`config.mk`:
```
export PLATFORM = sky130hd
export DESIGN_NAME = apb_completer_regfile
export DESIGN_NICKNAME = d
export VERILOG_FILES = /design/src/rtl/apb_completer_regfile.sv
export SDC_FILE = /design/constraint.sdc
export NUM_CORES = 1
export LEC_CHECK = 0
export CORE_ASPECT_RATIO = 0.8
export CORE_UTILIZATION = 60
export CTS_CLUSTER_DIAMETER = 150
export DETAILED_ROUTE_END_ITERATION = 10
export PLACE_DENSITY = 0.81
export SETUP_SLACK_MARGIN = 0.2
export SLEW_MARGIN = 20
export SYNTH_ARGS = -nofsm -noshare
export SYNTH_HDL_FRONTEND = slang
export SYNTH_SLANG_ARGS = --single-unit
```
`constraint.sdc`:
```
create_clock -name pclk -period 4 [get_ports pclk]
set_clock_uncertainty 0.2 [all_clocks]
set_input_delay 1 -clock pclk [delete_from_list [all_inputs] [get_ports pclk]]
set_output_delay 1 -clock pclk [all_outputs]
set_load 0.05 [all_outputs]
```
`src/rtl/apb_completer_regfile.sv`:
```
// APB completer with a bank of read/write registers, programmable wait states,
// out-of-range error response and a combinational debug read port.
module apb_completer_regfile #(
    parameter int addrwidth   = 16,
    parameter int datawidth   = 16,
    parameter int NUM_REGS    = 16,
    parameter int WAIT_CYCLES = 1
) (
    input  logic                        pclk,
    input  logic                        preset,
    input  logic                        psel,
    input  logic                        penable,
    input  logic [addrwidth-1:0]        paddr,
    input  logic                        pwrite,
    input  logic [datawidth-1:0]        pwdata,
    output logic                        pready,
    output logic                        pslverr,
    output logic [datawidth-1:0]        prdata,
    input  logic [$clog2(NUM_REGS)-1:0] dbg_idx,
    output logic [datawidth-1:0]        dbg_data
);

    localparam int                   IDXW      = $clog2(NUM_REGS);
    localparam logic [addrwidth:0]   ADDR_LIM  = (addrwidth+1)'(NUM_REGS);
    localparam logic [IDXW:0]        DBG_LIM   = (IDXW+1)'(NUM_REGS);
    localparam logic [4:0]           WAIT_C    = 5'(WAIT_CYCLES);

    typedef enum logic [1:0] {IDLE, COUNT, RESP} state_t;

    state_t                 state, state_nxt;
    logic [4:0]             cnt;
    logic [datawidth-1:0]   regs [NUM_REGS];

    logic                   access;
    logic                   at_wait;
    logic                   addr_ok;
    logic [IDXW-1:0]        idx;
    logic                   commit;
    logic                   cnt_clr;
    logic                   cnt_inc;

    assign access  = psel & penable;
    assign at_wait = (cnt == WAIT_C);
    assign addr_ok = ({1'b0, paddr} < ADDR_LIM);
    assign idx     = paddr[IDXW-1:0];

    always_ff @(posedge pclk) begin
        if (preset) begin
            state <= IDLE;
            cnt   <= '0;
        end else begin
            state <= state_nxt;
            if (cnt_clr)
                cnt <= '0;
            else if (cnt_inc)
                cnt <= cnt + 5'd1;
        end
    end

    always_comb begin
        state_nxt = state;
        case (state)
            IDLE:    if (access) state_nxt = COUNT;
            COUNT: begin
                if (!access)
                    state_nxt = IDLE;
                else if (at_wait)
                    state_nxt = RESP;
            end
            RESP:    state_nxt = IDLE;
            default: state_nxt = IDLE;
        endcase
    end

    always_comb begin
        commit  = 1'b0;
        cnt_clr = 1'b0;
        cnt_inc = 1'b0;
        case (state)
            IDLE:  cnt_clr = 1'b1;
            COUNT: begin
                commit  = access & at_wait;
                cnt_inc = access & ~at_wait;
            end
            default: ;
        endcase
    end

    // Response and register bank: a protocol abort never reaches commit, so nothing changes.
    always_ff @(posedge pclk) begin
        if (preset) begin
            pready  <= 1'b0;
            pslverr <= 1'b0;
            prdata  <= '0;
            for (int i = 0; i < NUM_REGS; i++)
                regs[i] <= '0;
        end else begin
            pready  <= commit;
            pslverr <= commit & ~addr_ok;
            if (commit && !pwrite)
                prdata <= addr_ok ? regs[idx] : '0;
            if (commit && pwrite && addr_ok)
                regs[idx] <= pwdata;
        end
    end

    always_comb begin
        dbg_data = '0;
        if ({1'b0, dbg_idx} < DBG_LIM)
            dbg_data = regs[dbg_idx];
    end

endmodule

```
# --- Word-level counts from Yosys, hierarchy flattened ---
# Memories as Yosys holds them, arrays and structs flattened.
# Index checks and enable logic that the tools add are counted.
word_totals:
  mem_bits_rw: 256
  mem_count: 1
  in_bits: 41
  reg_bits: 25
  elab_cells: 42
  out_inout_bits: 34
mem_list:
  columns: ["name", "depth", "word_bits", "read_ports", "rd_ports_with_merged_regs", "wr", "line", "rtl"]
  rows:
  - ["regs", 16, 16, 2, 0, 16, "32", "logic [datawidth-1:0] regs [NUM_REGS];"]
op_classes:
  eq_ne: 4
  order_cmp: 1
  addsub: 1
  bitwise_logic: 6
  mux: 16
  reduce_logical: 8
ops:
  columns: ["operator", "count"]
  rows:
  - ["16-bit two-way mux", 2]
  - ["16-bit by 5-bit less-than comparator with 1-bit output, second input constant", 1]
  - ["16-bit OR reduction", 1]
  - ["1-bit two-way mux", 9]
  - ["2-bit two-way mux", 3]
  - ["5-bit by 1-bit adder with 5-bit output, second input constant", 1]
  - ["5-bit by 1-bit equality test with 1-bit output, second input constant", 1]
  - ["1-bit bitwise AND", 4]
  - ["4-bit two-way mux", 1]
  - ["2-bit case mux with 2 select lines", 1]
  - ["1-bit logical AND", 3]
  - ["3-bit != test, second input constant", 1]
  - ["2-bit by 1-bit equality test with 1-bit output, second input constant", 1]
  - ["2-bit logical NOT", 1]
  - ["2-bit != test, second input constant", 1]
  - ["1-bit inverter", 2]
  - ["2-bit AND reduction", 1]
  - ["2-bit OR reduction", 1]
  - ["1-bit logical NOT", 1]

# --- Depth between registers and ports, before layout ---
logic_depth:
  ltp_word: 10
  mapped_depth: 10
  mapped_depth_nobuf: 7

# --- Least setup slack after synthesis ---
# Ideal clock, no wire load.
synth_timing:
  path_type: "input -> output"
  from: "in dbg_idx[0]"
  to: "out dbg_data[10]"
  t_arrival_ns: 2.936
  path_stages: 4
  path_buffers: 2
  t_required_ns: 2.800
  setup_slack_ns: -0.136
  cell_sequence: "buf_2 -> buf_1 -> mux4_2 -> mux4_2"
synth_via:
  elab_chain_len: 1
synth_lines:
  columns: ["element", "line", "rtl"]
  rows:
  - ["start, declared", "19", "input logic [$clog2(NUM_REGS)-1:0] dbg_idx,"]
  - ["memory read 16 x 16 bit", null, null]
  - ["end, declared", "20", "output logic [datawidth-1:0] dbg_data"]
# No other way between the ends.

# --- Worst setup path in the final report ---
layout_timing:
  from: "in dbg_idx[0]"
  to: "out dbg_data[13]"
# Same word-level chain as after synthesis.

==> impl_metrics.json <==
{
  "slew_headroom_pct": 42.5,
  "cp-start-kind": "input pin",
  "htreeDepth": 1,
  "clkTransAtPathRegs_ns": 0.06,
  "hold_start": "prdata[7]",
  "die_y_microns": 140,
  "cts_root_buf": "clkbuf_16",
  "diodes": 0,
  "synth-warning-count": 0,
  "hold_buffers": 0,
  "syn_to_final_growth_pct": 18.2,
  "critical_path.startpoint": "dbg_idx[0]",
  "drtAntennaViolNets": 0,
  "dieArea_sq_um": 24600,
  "grt_pass1_wl_microns": 64800,
  "crit_type": "input pin to output port",
  "netlist_area_sq_um": 14400,
  "crit_arrival_ns": 2.62,
  "cts_tree": "done",
  "slew_violations": 0,
  "hp-class": "flip-flop to flip-flop",
  "synth_nets": 980,
  "period_needed_ns": 3.82,
  "end_kind": "output port",
  "dpl.hpwl_microns": 27500,
  "fmax_ghz": 0.262,
  "cts.sinks": 281,
  "ir_worst_vdd_mv": 0.322,
  "fin_tns_setup_ns": 0,
  "final-instance-count-excl-fill": 1365,
  "rsz0062_at_grt": "true",
  "p_leak_nw": 5.98,
  "p_per_area_nw_per_um2": 416,
  "core_region_area_sq_um": 23500,
  "crit_fanout": 8,
  "drt_pass1_iterations": 5,
  "wl_per_cell_microns": 32.7,
  "yosys_register_bits": 281,
  "synth_top_area_cell": "edfxtp_1",
  "ys_types": 44,
  "track_usage_pct": 37.2,
  "required_ns": 2.80,
  "grt_overflow": 0,
  "routed_via_density": 7.33,
  "synth_flop_cell": "edfxtp_1",
  "setup_viol": 0,
  "synth_edf_count": 256,
  "ys_seq_area_share_pct": 57.0,
  "grt_max_degree": 41,
  "fin_nets": 1074,
  "route.detailed.drc": 0,
  "gp_congestion": 0.940,
  "yosysTopAreaCellShare_pct": 53.5,
  "cts-buffers-inserted": 28,
  "layout-drive-gt1-share_pct": 31.6,
  "wl_microns": 44700,
  "first_iter_violations": 1667,
  "rows": 50,
  "post_cts_buffers": 0,
  "synthTopCellsByArea": "edfxtp_1, mux4_2, nor2_1",
  "grt_pass1_vias": 9919,
  "period_share_pct": 95.4,
  "initial_core_util_pct": 61.2,
  "via_count": 10000,
  "synth_common_cells": "edfxtp_1, mux4_2, nor2_1",
  "clk_latency_ns": 0.56,
  "yosysMostFrequentCell": "edfxtp_1",
  "worstMarginPinSlew_ns": 0.862,
  "syn_inst": 937,
  "antenna_found_initial": 0,
  "drv_cap": 0,
  "async_flop_share_pct": 0,
  "ioPinCount": 75,
  "dp_cells": 1306,
  "hold_viol": 0,
  "clock_path_buffers": 3,
  "synth.avg_cell_area_sq_um": 15.3,
  "r2r-start": "cnt[0]",
  "die_w_microns": 175,
  "status": "finished clean",
  "io_buffer_count": 74
}
cells in the final DEF, fill, tap and decap left out, types with 2 or more instances in the layout:
cell | Yosys | layout
ha_1 | 2 | 2
buf_12 | 1 | 7
nor3_2 | 7 | 7
nor2_1 | 139 | 138
xor2_1 | 3 | 3
nand4_4 | 8 | 8
nor2b_1 | 4 | 2
nor4_1 | 3 | 3
buf_2 | 25 | 2
clkbuf_16 | 0 | 33
buf_16 | 0 | 9
nor2b_2 | 0 | 2
nor4b_4 | 2 | 2
inv_1 | 4 | 4
edfxtp_1 | 256 | 256
buf_4 | 1 | 75
clkinv_1 | 0 | 3
o21bai_2 | 1 | 9
bufinv_16 | 0 | 3
nand3_1 | 4 | 4
a22oi_1 | 32 | 32
buf_6 | 6 | 8
and2_1 | 65 | 65
nand4_1 | 2 | 2
clkinv_2 | 0 | 5
clkbuf_8 | 0 | 3
mux4_2 | 144 | 144
clkbuf_1 | 47 | 5
dfxtp_1 | 25 | 25
or2_2 | 4 | 4
nand2_1 | 36 | 36
a41o_1 | 3 | 3
nand3_2 | 2 | 2
a22o_1 | 16 | 16
nor3_1 | 58 | 58
clkdlybuf4s50_1 | 0 | 54
nor4_4 | 2 | 2
repair_timing:
action                                 4_1_cts  5_1_grt
resized for setup                           22        0
cloned                                       6        1
endpoints found under the hold margin        0        0
setup endpoints to repair                   16        2
pin swaps                                    0        0
worst paths after layout:
| check | cells after the start | slack [ns] | end |
|---|---|---|---|
| max | 5 | 0.18 | dbg_data[13] |
| min | 1 | 0.27 | prdata[7] |
| max reg2reg | 8 | 0.86 | regs[5][4] |
| min reg2reg | 1 | 0.27 | prdata[7] |
sequential cells by signal (all words and copies together) (netlist names):
register,flops
cnt,5
prdata,16
state,2
regs,256
pready,1
pslverr,1
cell families after synthesis:
group / share of synthesized area (%)
AND/OR/NAND/NOR: 13.2
multiplexers: 22.6
XOR/XNOR: 0.244
flip-flops: 57.0
adder cells (fa/ha/maj): 0.174
buffers and inverters: 3.27
AO/OA/AOI/OAI: 3.52
metrics by stage:
stage / hold slack [ns] / worst slack [ns] / util (%) / area [sq um] / power (mW)
after floorplan: 0.233 / 0.195 / - / 14400 / 3.90
after global placement: 0.254 / 0.0498 / 67.0 / 15700 / 4.19
after detailed placement: 0.264 / 0.0510 / 67.0 / 15700 / 4.21
after CTS: 0.278 / 0.233 / 72.3 / 17000 / 7.02
after global routing: 0.288 / 0.170 / 72.4 / 17000 / 7.19
final: 0.273 / 0.183 / 72.4 / 17000 / 7.06
critical path, stage by stage:
cell and delay [ns]:
buf_16 0.16, clkbuf_16 0.19, mux4_2 0.52, mux4_2 0.52, buf_4 0.22
final cells by class:
class,count,area [sq um]
clock inverters,12,143
multi-input cells,558,5750
flip-flops and latches,281,8190
repair buffers,157,1630
inverters,5,23.8
clock buffers,40,861
well taps,312,390
fillers,1428,6470
power breakdown:
part           total (mW)  internal, mW  switching [mW]
clock                2.83          1.69            1.14
sequential           3.36          3.29          0.0682
combinational       0.866         0.379           0.488
layer usage:
| metal | track usage (%) | share of wire (%) |
|---|---|---|
| met1 | 50.0 | 33 |
| met4 | 17.8 | 5.3 |
| met5 | 0 | 0 |
| met3 | 12.5 | 16 |
| met2 | 55.2 | 46 |
(Power assumes the default switching activity.)
